File: config.mk
export PLATFORM = sky130hd
export DESIGN_NAME = regfile_sb_flat
export DESIGN_NICKNAME = d
export VERILOG_FILES = /design/src/rtl/regfile_sb_if.sv /design/src/rtl/regfile_sb.sv /design/src/flat_wrapper.sv
export SDC_FILE = /design/constraint.sdc
export NUM_CORES = 2
export LEC_CHECK = 0
export ABC_AREA = 1
export CAP_MARGIN = 20
export CORE_UTILIZATION = 42
export DETAILED_ROUTE_END_ITERATION = 12
export PLACE_DENSITY = 0.55
export SLEW_MARGIN = 20
export SYNTH_ARGS = -nofsm -noshare
export SYNTH_HDL_FRONTEND = slang
export SYNTH_SLANG_ARGS = --single-unit
File: constraint.sdc
create_clock -name clk -period 6.5 [get_ports clk]
set_input_delay 0.65 -clock clk [delete_from_list [all_inputs] [get_ports clk]]
set_output_delay 0.65 -clock clk [all_outputs]
set_load 0.01 [all_outputs]
File: src/rtl/regfile_sb_if.sv
// Decode/writeback side of the scoreboarded register file: read ports, issue and
// writeback strobes, squash, and the busy/hazard/pending-count status.
interface regfile_sb_if #(
   parameter int XLEN = 32,
   parameter int AW   = 5
);
   logic [AW-1:0]   rs1;
   logic [AW-1:0]   rs2;
   logic [XLEN-1:0] rs1_data;
   logic [XLEN-1:0] rs2_data;
   logic            rs1_busy;
   logic            rs2_busy;
   logic            hazard;
   logic            issue_en;
   logic [AW-1:0]   issue_rd;
   logic            wb_en;
   logic [AW-1:0]   wb_rd;
   logic [XLEN-1:0] wb_data;
   logic            flush;
   logic [AW:0]     pending_cnt;

   modport master (
      output rs1, rs2, issue_en, issue_rd, wb_en, wb_rd, wb_data, flush,
      input  rs1_data, rs2_data, rs1_busy, rs2_busy, hazard, pending_cnt
   );

   modport slave (
      input  rs1, rs2, issue_en, issue_rd, wb_en, wb_rd, wb_data, flush,
      output rs1_data, rs2_data, rs1_busy, rs2_busy, hazard, pending_cnt
   );
endinterface

File: src/rtl/regfile_sb.sv
// Parametrised integer register file with a pending-write scoreboard.
// Two combinational read ports with optional writeback bypass; registered pending count.
module regfile_sb #(
   parameter int XLEN     = 32,
   parameter int NREG     = 32,
   parameter int BYPASS   = 1,
   parameter int ZERO_REG = 1
) (
   input logic         clk,
   input logic         rst_n,
   regfile_sb_if.slave bus
);
   localparam int AW  = $clog2(NREG);
   localparam bit ZR  = (ZERO_REG != 0);
   localparam bit BYP = (BYPASS != 0);

   logic [XLEN-1:0] mem [NREG];
   logic [NREG-1:0] pend;
   logic [NREG-1:0] pend_nxt;
   logic [AW:0]     cnt_q;
   logic            wb_ok;

   logic [AW-1:0]   ra [2];
   logic [XLEN-1:0] rdata [2];
   logic            rbusy [2];

   function automatic logic [AW:0] popcount(input logic [NREG-1:0] v);
      logic [AW:0] c;
      c = '0;
      for (int i = 0; i < NREG; i++) c = c + {{AW{1'b0}}, v[i]};
      return c;
   endfunction

   assign wb_ok = bus.wb_en && !(ZR && (bus.wb_rd == '0));

   // Set beats clear when issue and writeback target the same register.
   always_comb begin
      pend_nxt = pend;
      if (bus.flush) begin
         pend_nxt = '0;
      end else begin
         if (bus.wb_en)    pend_nxt[bus.wb_rd]    = 1'b0;
         if (bus.issue_en) pend_nxt[bus.issue_rd] = 1'b1;
      end
      if (ZR) pend_nxt[0] = 1'b0;
   end

   always_ff @(posedge clk) begin
      if (!rst_n) begin
         for (int i = 0; i < NREG; i++) mem[i] <= '0;
         pend  <= '0;
         cnt_q <= '0;
      end else begin
         if (wb_ok) mem[bus.wb_rd] <= bus.wb_data;
         pend  <= pend_nxt;
         cnt_q <= popcount(pend_nxt);
      end
   end

   assign ra[0] = bus.rs1;
   assign ra[1] = bus.rs2;

   always_comb begin
      for (int p = 0; p < 2; p++) begin
         rdata[p] = '0;
         rbusy[p] = 1'b0;
         if (ZR && (ra[p] == '0)) begin
            rdata[p] = '0;
            rbusy[p] = 1'b0;
         end else if (BYP && bus.wb_en && (bus.wb_rd == ra[p])) begin
            rdata[p] = bus.wb_data;
            rbusy[p] = 1'b0;
         end else begin
            rdata[p] = mem[ra[p]];
            rbusy[p] = pend[ra[p]];
         end
      end
   end

   assign bus.rs1_data    = rdata[0];
   assign bus.rs2_data    = rdata[1];
   assign bus.rs1_busy    = rbusy[0];
   assign bus.rs2_busy    = rbusy[1];
   assign bus.hazard      = rbusy[0] | rbusy[1];
   assign bus.pending_cnt = cnt_q;
endmodule

File: src/flat_wrapper.sv
// flat-port wrapper written by rule: the top's interface ports become plain ports
module regfile_sb_flat 
#(
   parameter int XLEN     = 32,
   parameter int NREG     = 32,
   parameter int BYPASS   = 1,
   parameter int ZERO_REG = 1
)
  (clk, rst_n, bus_rs1, bus_rs2, bus_issue_en, bus_issue_rd, bus_wb_en, bus_wb_rd, bus_wb_data, bus_flush, bus_rs1_data, bus_rs2_data, bus_rs1_busy, bus_rs2_busy, bus_hazard, bus_pending_cnt);
  regfile_sb_if #(.XLEN(XLEN), .AW(($clog2(NREG)))) bus_i ();
  input logic clk;
  input logic rst_n;
  input wire logic [$bits(bus_i.rs1)-1:0] bus_rs1;
  input wire logic [$bits(bus_i.rs2)-1:0] bus_rs2;
  input wire logic [$bits(bus_i.issue_en)-1:0] bus_issue_en;
  input wire logic [$bits(bus_i.issue_rd)-1:0] bus_issue_rd;
  input wire logic [$bits(bus_i.wb_en)-1:0] bus_wb_en;
  input wire logic [$bits(bus_i.wb_rd)-1:0] bus_wb_rd;
  input wire logic [$bits(bus_i.wb_data)-1:0] bus_wb_data;
  input wire logic [$bits(bus_i.flush)-1:0] bus_flush;
  output wire logic [$bits(bus_i.rs1_data)-1:0] bus_rs1_data;
  output wire logic [$bits(bus_i.rs2_data)-1:0] bus_rs2_data;
  output wire logic [$bits(bus_i.rs1_busy)-1:0] bus_rs1_busy;
  output wire logic [$bits(bus_i.rs2_busy)-1:0] bus_rs2_busy;
  output wire logic [$bits(bus_i.hazard)-1:0] bus_hazard;
  output wire logic [$bits(bus_i.pending_cnt)-1:0] bus_pending_cnt;
  assign bus_i.rs1 = bus_rs1;
  assign bus_i.rs2 = bus_rs2;
  assign bus_i.issue_en = bus_issue_en;
  assign bus_i.issue_rd = bus_issue_rd;
  assign bus_i.wb_en = bus_wb_en;
  assign bus_i.wb_rd = bus_wb_rd;
  assign bus_i.wb_data = bus_wb_data;
  assign bus_i.flush = bus_flush;
  assign bus_rs1_data = bus_i.rs1_data;
  assign bus_rs2_data = bus_i.rs2_data;
  assign bus_rs1_busy = bus_i.rs1_busy;
  assign bus_rs2_busy = bus_i.rs2_busy;
  assign bus_hazard = bus_i.hazard;
  assign bus_pending_cnt = bus_i.pending_cnt;
  regfile_sb #(.XLEN(XLEN), .NREG(NREG), .BYPASS(BYPASS), .ZERO_REG(ZERO_REG)) u_core (.clk(clk), .rst_n(rst_n), .bus(bus_i));
endmodule
==> results.sh <==
export IMPL_routedWlPerCell_um=27.5
export IMPL_areaGrowthSynthToFinish_pct=10.3
export IMPL_grt_max_degree=215
export IMPL_numPortBuffers=129
export IMPL_pwr_share_clk=0.378
export IMPL_setup_viol_count_final=0
export IMPL_synth_cells=7980
export IMPL_p_leak_nw=29.1
export IMPL_die_area_um2=150000
export IMPL_design_area_um2=68600
export IMPL_busiest_layer="met2"
export IMPL_cts_sinks=1061
export IMPL_worstMarginPinSlew_ns=1.22
export IMPL_cts_root_buf="clkbuf_16"
export IMPL_grt_pass1_wl_um=381000
export IMPL_finalWeightedCongestion=0.886
export IMPL_path_clk_slew_ns=0.06
export IMPL_wirelength_um=270000
export IMPL_powerDensity_nw_per_um2=250
export IMPL_seqPwrFrac=0.466
export IMPL_crit_fanout=7
export IMPL_grt_use_met2=0.544
export IMPL_pin_count=130
export IMPL_rsz0062_at_grt="false"
export IMPL_ys_seq_area_frac=0.506
export IMPL_layout_cells_most_common="nand2_1"
export IMPL_cts_tree="built"
export IMPL_p_int_w=0.0121
export IMPL_vdd_ir_drop_max_mv=0.219
export IMPL_fin_skew_ns=0.0137
export IMPL_grt_util_all_layers=0.350
export IMPL_layout_drive_gt1_share=0.0695
export IMPL_worst_slack_ns=0.721
export IMPL_final_util=0.469
export IMPL_drc=0
export IMPL_startpoint_type="input pin"
export IMPL_slew_violations=0
export IMPL_place_hpwl_um=146000
export IMPL_synth_area_mux_share=0
export IMPL_cts_htree_levels=3
export IMPL_fmaxAchievable_mhz=173
export IMPL_cts_buffers=120
export IMPL_pre_cts_slack_ns=0.0303
export IMPL_p_sw_w=0.00503
export IMPL_vias=58111
export IMPL_postCtsSetupBuffers=0
export IMPL_antenna_found_initial=5
export IMPL_hold_violations=0
export IMPL_first_pass_iters=8
export IMPL_max_slew_margin_rel=0.186
export IMPL_synth_xor_area_frac=0
export IMPL_criticalPathCategory="input pin to register"
export IMPL_p_sw_frac=0.294
export IMPL_chipHeight_um=387
export IMPL_rows=140
export IMPL_power_w=0.0171
export IMPL_postPlaceCellArea_um2=65000
export IMPL_synth_top_family_by_area="simple AND/OR/NAND/NOR gates"
export IMPL_gr_usage_met3=0.0680
export IMPL_outcome="completed"
export IMPL_cts_resized=0
export IMPL_nets=7890
export IMPL_grt_pass1_vias=54085
export IMPL_maxCapViolCount=0
export IMPL_grt_overflow=0
export IMPL_die_w_um=387
export IMPL_synth_distinct_cells=34
export IMPL_post_drt_via_cell_ratio=5.92
export IMPL_period_minus_slack_ns=5.78
export IMPL_cp_data_required_time_ns=7.18
export IMPL_insertion_delay_ns=0.76
export IMPL_ys_warnings_count=0
export IMPL_cts_path_max_buffers=3
export IMPL_gr_usage_met1=0.463
export IMPL_end_kind="register"
export IMPL_synth_adder_area_share=0.00922
export IMPL_combinationalPowerShare=0.156
export IMPL_drt_iter0_drc=7969
export IMPL_final_cell_mix="nand2_1 (2033), nand3_1 (1383), nor2_1 (1225), edfxtp_1 (1024), inv_1 (791)"
export IMPL_synth_area_um2=62200
export IMPL_hp_class="register to register"
export IMPL_synth_compound_area_frac=0.0569
export IMPL_ant_nets=0
export IMPL_cts_hold_buffers=0
export IMPL_fin_setup_tns_ns=0
export IMPL_start_util=0.425
export IMPL_core_area_um2=146000
export IMPL_yosys_area_share_simple=0.330
export IMPL_synth_ff_latch_count=1061
export IMPL_fin_crit_sh=0.889
export IMPL_worstPathArrival_ns=6.46
export IMPL_synth_avg_cell_area_um2=7.79
[worst max-delay path, stage by stage]
cell,delay (ns)
clkdlybuf4s50_1,0.45
inv_1,0.06
nor3_1,0.27
inv_1,0.24
o21ai_0,0.21
nand2_1,0.12
fa_1,0.52
fa_1,0.58
inv_1,0.07
fa_1,0.48
inv_1,0.05
fa_1,0.47
fa_1,0.49
inv_1,0.05
fa_1,0.48
ha_1,0.17
inv_1,0.07
fa_1,0.44
o21ai_0,0.20
a21oi_1,0.10
buf_4,0.14
a21oi_1,0.13
[power by group through the flow]
stage | combinational (W) | clock (W) | sequential, W
after detailed placement | 0.00259 | 0 | 0.00812
after floorplan | 0.00150 | 0 | 0.00809
after global placement | 0.00256 | 0 | 0.00811
after CTS | 0.00260 | 0.00648 | 0.00798
after global routing | 0.00283 | 0.00672 | 0.00802
final | 0.00267 | 0.00647 | 0.00798
[stage by stage]
stage	hold slack (ns)	instances
after floorplan	0.564	8011
after global placement	0.636	9591
after detailed placement	0.625	9593
after CTS	0.610	9811
after global routing	0.653	9815
final	0.628	9817
[flip-flops by register name (all words and copies together), names as in the netlist]
name and cells:
u_core.bus.pending_cnt 6, u_core.pend 31, u_core.mem 1024
[per-layer routing]
| layer | share of wire | vias to the layer above | wire [um] |
|---|---|---|---|
| met1 | 0.38 | 27704 | 104000 |
| met2 | 0.44 | 3953 | 119000 |
| met4 | 0.059 | 10 | 15800 |
| met5 | 0.00038 | - | 103 |
| li1 | - | 25628 | - |
| met3 | 0.11 | 816 | 30900 |
[kinds of logic after synthesis]
logic type,count (synthesis)
AND/OR/NAND/NOR,4840
buffers and inverters,1479
flip-flops,1061
AO/OA/AOI/OAI,567
adder cells (fa/ha/maj),32
other,1
[worst paths after layout]
| path | to | cells past startpoint | slack (ns) | start |
|---|---|---|---|---|
| max | u_core.bus.pending_cnt[4] | 22 | 0.72 | bus_issue_en |
| min | u_core.pend[17] | 4 | 0.63 | u_core.pend[17] |
| max reg2reg | u_core.bus.pending_cnt[4] | 19 | 1.31 | u_core.pend[15] |
| min reg2reg | u_core.pend[17] | 4 | 0.63 | u_core.pend[17] |
[cell type report]
| class | instances | area, um2 |
|---|---|---|
| fill | 14173 | 77700 |
| sequential | 1061 | 31500 |
| multi-input combinational | 5471 | 25000 |
| clock buffer | 163 | 3230 |
| inverter | 821 | 3130 |
| timing repair buffer | 326 | 3060 |
| tap | 1917 | 2400 |
| clock inverter | 55 | 333 |
| antenna | 3 | 7.51 |
[cell usage after synthesis]
library cell,n,area (um2)
and2_1,12,75.1
nor2_1,1229,4610
nand3_2,10,100
o22ai_1,3,18.8
nor3_4,8,130
fa_1,23,460
o211ai_1,276,2070
nand4_1,1,6.26
edfxtp_1,1024,30700
nand2_1,2063,7740
inv_4,3,18.8
dfxtp_1,37,741
buf_4,10,75.1
nor2_2,43,269
or2_2,52,325
o21ai_1,7,35.0
a21oi_1,120,601
conb_1,1,3.75
nand3_4,12,210
o21ai_0,156,781
buf_6,42,473
buf_2,95,475
nor3_1,14,70.1
nor4_1,1,6.26
nand2_4,1,11.3
clkinv_1,4,15.0
nor2_4,1,11.3
nand3_1,1393,6970
a31oi_1,5,31.3
inv_2,5,18.8
ha_1,9,113
inv_1,809,3040
clkbuf_1,428,1610
buf_1,83,312
(Power assumes the default switching activity.)
